**src/rtl/top.sv**
```systemverilog
// rtl/top.sv - UART 8N1 echo: RX deserializer feeds a byte FIFO that feeds a TX serializer
module top #(
  parameter int CLK_HZ       = 12000000,
  parameter int BAUD         = 115200,
  parameter int CLKS_PER_BIT = CLK_HZ / BAUD,
  parameter int FIFO_DEPTH   = 4
) (
  input  logic clk,
  input  logic rst_n,
  input  logic rx,
  output logic tx
);

  localparam int CW = $clog2(CLKS_PER_BIT + 1);
  localparam int AW = $clog2(FIFO_DEPTH);
  localparam logic [CW-1:0] BIT_END  = CW'(CLKS_PER_BIT - 1);
  localparam logic [CW-1:0] HALF_END = CW'(CLKS_PER_BIT / 2 - 1);

  typedef enum logic [1:0] {S_IDLE, S_START, S_DATA, S_STOP} state_e;

  logic          rx_meta_q, rx_sync_q;
  state_e        rx_state_q, rx_state_d;
  logic [CW-1:0] rx_cnt_q, rx_cnt_d;
  logic [2:0]    rx_bit_q, rx_bit_d;
  logic [7:0]    rx_shift_q, rx_shift_d;
  logic          rx_ferr_q, rx_ferr_d;
  logic          rx_push;

  logic [7:0]    mem_q [FIFO_DEPTH];
  logic [7:0]    mem_d [FIFO_DEPTH];
  logic [AW:0]   wr_ptr_q, wr_ptr_d, rd_ptr_q, rd_ptr_d;
  logic          fifo_empty, fifo_full, wr_en, rd_en;
  logic [7:0]    fifo_rdata;

  state_e        tx_state_q, tx_state_d;
  logic [CW-1:0] tx_cnt_q, tx_cnt_d;
  logic [2:0]    tx_bit_q, tx_bit_d;
  logic [7:0]    tx_shift_q, tx_shift_d;
  logic          tx_q, tx_d;
  logic          tx_pop;

  always_ff @(posedge clk or negedge rst_n) begin
    if (!rst_n) begin
      rx_meta_q  <= 1'b1;
      rx_sync_q  <= 1'b1;
      rx_state_q <= S_IDLE;
      rx_cnt_q   <= '0;
      rx_bit_q   <= '0;
      rx_shift_q <= '0;
      rx_ferr_q  <= 1'b0;
      for (int i = 0; i < FIFO_DEPTH; i++) mem_q[i] <= '0;
      wr_ptr_q   <= '0;
      rd_ptr_q   <= '0;
      tx_state_q <= S_IDLE;
      tx_cnt_q   <= '0;
      tx_bit_q   <= '0;
      tx_shift_q <= '0;
      tx_q       <= 1'b1;
    end else begin
      rx_meta_q  <= rx;
      rx_sync_q  <= rx_meta_q;
      rx_state_q <= rx_state_d;
      rx_cnt_q   <= rx_cnt_d;
      rx_bit_q   <= rx_bit_d;
      rx_shift_q <= rx_shift_d;
      rx_ferr_q  <= rx_ferr_d;
      mem_q      <= mem_d;
      wr_ptr_q   <= wr_ptr_d;
      rd_ptr_q   <= rd_ptr_d;
      tx_state_q <= tx_state_d;
      tx_cnt_q   <= tx_cnt_d;
      tx_bit_q   <= tx_bit_d;
      tx_shift_q <= tx_shift_d;
      tx_q       <= tx_d;
    end
  end

  // RX next state; a framing error parks in STOP until the line returns high
  always_comb begin
    rx_state_d = rx_state_q;
    rx_cnt_d   = rx_cnt_q;
    rx_bit_d   = rx_bit_q;
    rx_shift_d = rx_shift_q;
    rx_ferr_d  = rx_ferr_q;
    case (rx_state_q)
      S_IDLE: begin
        rx_cnt_d  = '0;
        rx_bit_d  = '0;
        rx_ferr_d = 1'b0;
        if (!rx_sync_q) rx_state_d = S_START;
      end
      S_START: begin
        if (rx_cnt_q == HALF_END) begin
          rx_cnt_d   = '0;
          rx_state_d = rx_sync_q ? S_IDLE : S_DATA;
        end else begin
          rx_cnt_d = rx_cnt_q + CW'(1);
        end
      end
      S_DATA: begin
        if (rx_cnt_q == BIT_END) begin
          rx_cnt_d   = '0;
          rx_shift_d = {rx_sync_q, rx_shift_q[7:1]};
          rx_bit_d   = rx_bit_q + 3'd1;
          if (rx_bit_q == 3'd7) rx_state_d = S_STOP;
        end else begin
          rx_cnt_d = rx_cnt_q + CW'(1);
        end
      end
      S_STOP: begin
        if (rx_ferr_q) begin
          if (rx_sync_q) rx_state_d = S_IDLE;
        end else if (rx_cnt_q == BIT_END) begin
          if (rx_sync_q) rx_state_d = S_IDLE;
          else           rx_ferr_d  = 1'b1;
        end else begin
          rx_cnt_d = rx_cnt_q + CW'(1);
        end
      end
      default: rx_state_d = S_IDLE;
    endcase
  end

  always_comb begin
    rx_push = (rx_state_q == S_STOP) && !rx_ferr_q && (rx_cnt_q == BIT_END) && rx_sync_q;
  end

  // Extra pointer MSB distinguishes full from empty when the indices match
  always_comb begin
    fifo_empty = (wr_ptr_q == rd_ptr_q);
    fifo_full  = (wr_ptr_q[AW] != rd_ptr_q[AW]) && (wr_ptr_q[AW-1:0] == rd_ptr_q[AW-1:0]);
    fifo_rdata = mem_q[rd_ptr_q[AW-1:0]];
    wr_en      = rx_push && !fifo_full;
    rd_en      = tx_pop && !fifo_empty;
    mem_d      = mem_q;
    wr_ptr_d   = wr_ptr_q;
    rd_ptr_d   = rd_ptr_q;
    if (wr_en) begin
      mem_d[wr_ptr_q[AW-1:0]] = rx_shift_q;
      wr_ptr_d = wr_ptr_q + (AW+1)'(1);
    end
    if (rd_en) rd_ptr_d = rd_ptr_q + (AW+1)'(1);
  end

  always_comb begin
    tx_state_d = tx_state_q;
    tx_cnt_d   = tx_cnt_q;
    tx_bit_d   = tx_bit_q;
    tx_shift_d = tx_shift_q;
    case (tx_state_q)
      S_IDLE: begin
        tx_cnt_d = '0;
        tx_bit_d = '0;
        if (!fifo_empty) begin
          tx_shift_d = fifo_rdata;
          tx_state_d = S_START;
        end
      end
      S_START, S_STOP: begin
        if (tx_cnt_q == BIT_END) begin
          tx_cnt_d   = '0;
          tx_state_d = (tx_state_q == S_START) ? S_DATA : S_IDLE;
        end else begin
          tx_cnt_d = tx_cnt_q + CW'(1);
        end
      end
      S_DATA: begin
        if (tx_cnt_q == BIT_END) begin
          tx_cnt_d   = '0;
          tx_shift_d = {1'b0, tx_shift_q[7:1]};
          tx_bit_d   = tx_bit_q + 3'd1;
          if (tx_bit_q == 3'd7) tx_state_d = S_STOP;
        end else begin
          tx_cnt_d = tx_cnt_q + CW'(1);
        end
      end
      default: tx_state_d = S_IDLE;
    endcase
  end

  // tx is registered from the next state so the line never glitches
  always_comb begin
    tx_pop = (tx_state_q == S_IDLE);
    case (tx_state_d)
      S_START: tx_d = 1'b0;
      S_DATA:  tx_d = tx_shift_d[0];
      default: tx_d = 1'b1;
    endcase
  end

  assign tx = tx_q;

endmodule

```
**config.mk**
```make
export PLATFORM = sky130hd
export DESIGN_NAME = top
export DESIGN_NICKNAME = d
export VERILOG_FILES = /design/src/rtl/top.sv
export SDC_FILE = /design/constraint.sdc
export NUM_CORES = 1
export LEC_CHECK = 0
export CAP_MARGIN = 20
export CORE_MARGIN = 2
export CORE_UTILIZATION = 67
export CTS_BUF_LIST = sky130_fd_sc_hd__clkbuf_16
export DETAILED_ROUTE_END_ITERATION = 8
export PLACE_DENSITY_LB_ADDON = 0.05
export REMOVE_ABC_BUFFERS = 1
export SETUP_SLACK_MARGIN = 0.1
export SYNTH_ARGS = -nofsm -noshare
export SYNTH_HDL_FRONTEND = slang
export SYNTH_SLANG_ARGS = --single-unit
```
**constraint.sdc**
```tcl
create_clock -name clk -period 4.2 [get_ports clk]
set_input_delay 0.84 -clock clk [delete_from_list [all_inputs] [get_ports clk]]
set_output_delay 0.84 -clock clk [all_outputs]
set_load 0.005 [all_outputs]
```
After elaboration in Yosys (flattened, before gate mapping)

Index checks and enable logic that the tools add are counted.

Output and inout bits: 1
Bits of input ports: 3
Flip-flop bits (word level): 82

Mux-type cells: 40
Equality and inequality tests: 25
Bitwise gates (word level): 2
Magnitude comparators: 3
$add $sub $neg: 6
Reductions and logical operators: 23

Operator list:

| cell                                                             | count |
|---|---|
| 8-bit two-way mux                                                | 5 |
| 7-bit two-way mux                                                | 5 |
| 32-bit bitwise mux                                               | 1 |
| 7-bit one-hot mux with 4 select lines                            | 1 |
| 2-bit two-way mux                                                | 13 |
| 8-bit binary-select mux with 2-bit select                        | 1 |
| 8-bit demux with 2-bit select                                    | 1 |
| 2-bit inequality test (second input constant)                    | 8 |
| 8-bit one-hot mux with 2 select lines                            | 1 |
| 7-bit by 1-bit adder with 7-bit output (second input constant)   | 2 |
| 7-bit == test (second input constant)                            | 2 |
| 7-bit one-hot mux with 2 select lines                            | 1 |
| 3-bit by 1-bit adder with 3-bit output (second input constant)   | 4 |
| 3-bit one-hot mux with 2 select lines                            | 2 |
| 2-bit == test (second input constant)                            | 5 |
| 2-bit one-hot mux with 4 select lines                            | 1 |
| 2-bit AND reduction                                              | 4 |
| 7-bit by 6-bit == test with 1-bit output (second input constant) | 1 |
| 1-bit logical AND                                                | 7 |
| 2-bit by 1-bit == test with 1-bit output (second input constant) | 3 |
| 3-bit == test (second input constant)                            | 2 |
| 3-bit >= comparator (second input constant)                      | 2 |
| 3-bit two-way mux                                                | 2 |
| 2-bit inverter with 3-bit output                                 | 2 |
| 15 further kinds                                                 | 23 |

Longest topological paths before layout

Depth in word-level cells: 7
Gate-level depth with buffers: 8

Least setup slack after synthesis

No wires, ideal clock.

Path kind: flip-flop to flip-flop
From: register rx_cnt_q[0]
To: register mem_q[0] (netlist name)
Library setup time: 0.125 ns
Arrival: 1.684 ns
Cell stages (with the launch flop): 9
Slack: 2.391 ns
Buffers on the path: 2
Required time: 4.075 ns
Cell sequence: dfrtp_1 ha_1 buf_2 nand2_1 nor2_4 o2111a_1 buf_6 nand2_8 mux2_4

Word-level cells in the longest chain between the ends: 4

Ends and longest elaborated chain:

| element                        | RTL line | text |
|---|---|---|
| start: declaration             | 23       | `logic [CW-1:0] rx_cnt_q, rx_cnt_d;` |
| start signal: assignment       | 63       | `rx_cnt_q <= rx_cnt_d;` |
| 7-bit == test                  | 125      | `rx_push = (rx_state_q == S_STOP) && !rx_ferr_q && (rx_cnt_q == BIT_END) && rx_sync_q;` |
| 1-bit logical AND (2 in a row) | 125      |  |
| 1-bit logical AND              | 133      | `wr_en = rx_push && !fifo_full;` |
| end signal: assignment         | 67       | `mem_q <= mem_d;` |
| end: declaration               | 29       | `logic [7:0] mem_q [FIFO_DEPTH];` |

Every way passes these cells.
A chain may end at the register's enable or synchronous reset.

Final worst setup path

From: register rx_cnt_q[1]
To: register mem_q[0] (netlist name)

Same word-level chain as after synthesis.

==> run metrics <==
Max Clock Skew 8.62 ps; post-synthesis cell area between 4000 and 5000 sq um; startpoint of the worst-slack reg-to-reg timing path rx_cnt_q[1]; share of synthesized cell area in full adder, half adder and majority cells 4.55%; vias per inst 6.05; CTS Root Buffer Type clkbuf_16; routability congestion estimate from global placement 0.850; sum of routed wire length over all layers 7130 microns; number of top-level design ports 4; clock tree from TritonCTS yes; insertion delay to the later sink of the worst-skew pair approximately 330 ps; setup violators final 0; number of antenna violations at the first check in global routing 0; main combinational cell family by area after synthesis multiplexers; Vert. Die Dim 82.5 microns; final routed DRC violation total 0; worst-path fanout max 9; cell count after placement 388; startpoint type of the worst setup path register; Post-CTS Hold Buffers 0; number of global-route vias before repair 2388; setup tns final 0 ps; CTS sink count 82; die width about 80 microns; final cell utilization of the core 75.8%; max-cap check violation count 0; CTS buffer count 9; met2 Usage GRT 34.4%; DR WL/cell 17.6 microns; maximum number of pins on one net before global-route repair 83; antenna diode instance count 0; first-iteration detailed-routing DRC count 188; count of buffering cells on the critical path with inverters included 0; starting density of the core 69.7%; synthesized area per cell 12.9 sq um; cell accounting for the most synthesized area dfrtp_1; total count of max-transition violations in the final report 0; quantity of I/O buffers inserted on ports 3; ranking of synthesized cells by area dfrtp_1 48%, mux2_4 12%, ha_1 4.5%; final net count 343; wire length of the first global-routing pass approximately 12000 microns; library cells used by synthesis 51; core area roughly 5900 sq um; number of instances in the synthesized netlist roughly 320; number of levels the H-tree was split into 3; Worst Tran Pin Value roughly 820 ps; buffers from clock root to sink, at most 2; critical path's slowest cell o2111a_1; multiplexer share of the synthesized area 19.5%; met1 Use GR about a third; Syn. warnings 0; fraction of synthesized cell area in xor and xnor cells 2.76%; largest vdd supply drop 0.277 mV; detailed placement HPWL approximately 4700 microns; critical path endpoint category register; final hold vios 0; worst setup path class reg -> reg; Critical Path Source rx_cnt_q[1]; layout cells sized above 1 between 20% and 30%; overall overflow remaining after global route 0; DRT Pass-1 Iters 4; final instance count without filler cells between 400 and 500; clock period minus worst slack 2510 ps; Simple-Gate Fraction of Synth Area 12.6%; portion of the post-synthesis area used by sequential elements 49.8%; number of gates given a new drive strength after cts 0; period utilization 59.7%; synthesized-area fraction occupied by ao, oa, aoi and oai cells 8.52%; met3 track utilization from global routing 3.91%; top-area cell type share of the netlist area 47.9%; result of the run completed; pre-CTS setup slack about 1700 ps; clock-pin transition on the worst setup and hold timing paths 60 ps; setup repair after global routing missed its margin false; Top delay family on crit path compound AO/OA/AOI/OAI gates; overall via count from detail_route between 2000 and 2500; number of register bits inferred by synthesis 82; post-CTS setup-driven buffer insertion count 0; area enclosed by the die boundary between 6000 and 7000 sq um; delay of the slowest cell on the worst path 760 ps; total chip power 0.00152 W; CP Data Required Time 4410 ps; signed area change from the synthesized netlist to the final layout 8.86%; Leakage 2.17 nW; number of routed nets with antenna violations 0; Max-slew headroom 45.4%; PD cells 338 nW/um^2; final setup margin 1690 ps; most congested layer reported by global routing met1; row count 28; worst path cell trace ha_1 -> nand2_1 -> nor2_4 -> o2111a_1 -> nand2_8 -> mux2_4; Max Clock Freq ~0.4 GHz; global routing usage summed across all routing layers between 20% and 30%; arrival time worst endpoint 2720 ps; path category of the worst min-delay check in -> async
==> kinds of logic (layout without fill, tap and decap cells) <==
logic type / count (synthesis) / after routing
AOI/OAI and AO/OA: 51 / 51
xor gates and xnor gates: 13 / 13
adders and majority gates: 15 / 15
buffers and inverters: 20 / 29
DFF: 82 / 82
muxes: 53 / 53
and+or+nand+nor: 87 / 87
==> synthesized netlist by cell type, drive strengths merged <==
master    n
nand2    29
dfstp     3
mux2i     3
xor2      3
a2bb2oi   1
nand2b    4
mux2     42
nor3b     2
a21boi    1
a22o      2
nand3b    1
a31o      1
a22oi     1
ha       15
clkbuf    5
a221o     6
xnor2    10
nor3      2
a21oi     6
o311ai    1
or3b      1
nor2     18
inv       8
o31ai     3
buf       7
a21o      2
o211ai    1
nor2b     4
dfrtp    79
o2111a    1
and4bb    1
o21ai    19
and3      9
nand4bb   1
a31oi     1
o22a      1
nand4     2
a32oi     2
nand3    11
o22ai     1
mux4      8
o21a      1
nand4b    1
nor4b     1
==> cell usage in the layout, fill, tap and decap left out, types with 6 or more instances in the layout <==
| cell type | count |
|---|---|
| mux2_2 | 10 |
| and3_1 | 9 |
| ha_1 | 15 |
| clkbuf_16 | 9 |
| o21ai_0 | 19 |
| a221o_1 | 6 |
| a21oi_1 | 6 |
| nor2_1 | 17 |
| dfrtp_1 | 79 |
| mux4_2 | 8 |
| inv_1 | 9 |
| xnor2_1 | 10 |
| mux2_4 | 32 |
| nand2_1 | 25 |
| nand3_1 | 11 |
==> cell type report <==
class | count | area (sq um)
clock buffer | 9 | 225
clock inverter | 7 | 45.0
fill | 363 | 1430
inverter | 8 | 30.0
multi-input combinational | 219 | 1980
sequential | 82 | 2060
tap | 75 | 93.8
timing repair buffer | 5 | 62.6
==> power by group <==
group           total, W  leakage, nW  internal [W]  switching, W
logic          0.0000195        0.918    0.00000461     0.0000149
registers       0.000793         1.12      0.000792    0.00000111
clock network   0.000707        0.131      0.000398      0.000309
==> worst paths after layout <==
check	to	slack [ps]	cells after the start
max in group asynchronous	rx_sync_q	3300	2
worst max register to register	mem_q[0]	1690	6
worst min register to register	rx_sync_q	360	0
worst min-delay path	tx_shift_q[5]	310	1
worst max-delay path	mem_q[0]	1690	6
min in group clk	rx_sync_q	360	0
==> per-layer routing <==
layer	vias to the layer above	wire (microns)	part of all wire (%)
met5	-	0	0
met3	13	183	2.6
met2	32	3270	46
met4	0	134	1.9
li1	1172	-	-
met1	1232	3540	50
==> registers in the layout (all words and copies together) (netlist names), named ones only <==
name and count:
mem_q 32, rd_ptr_q 3, rx_bit_q 3, rx_cnt_q 7, rx_ferr_q 1, rx_meta_q 1
rx_shift_q 8, rx_state_q 1, rx_sync_q 1, tx 1, tx_bit_q 3, tx_cnt_q 7
tx_shift_q 8, tx_state_q 2, wr_ptr_q 3
==> per-stage QoR <==
stage	area [sq um]	hold WS, ps
finish	4490	309
floorplan	4060	345
global placement	4190	347
detailed placement	4190	349
CTS	4460	357
global route	4490	301
No activity file was read; power rests on OpenSTA's default activity.
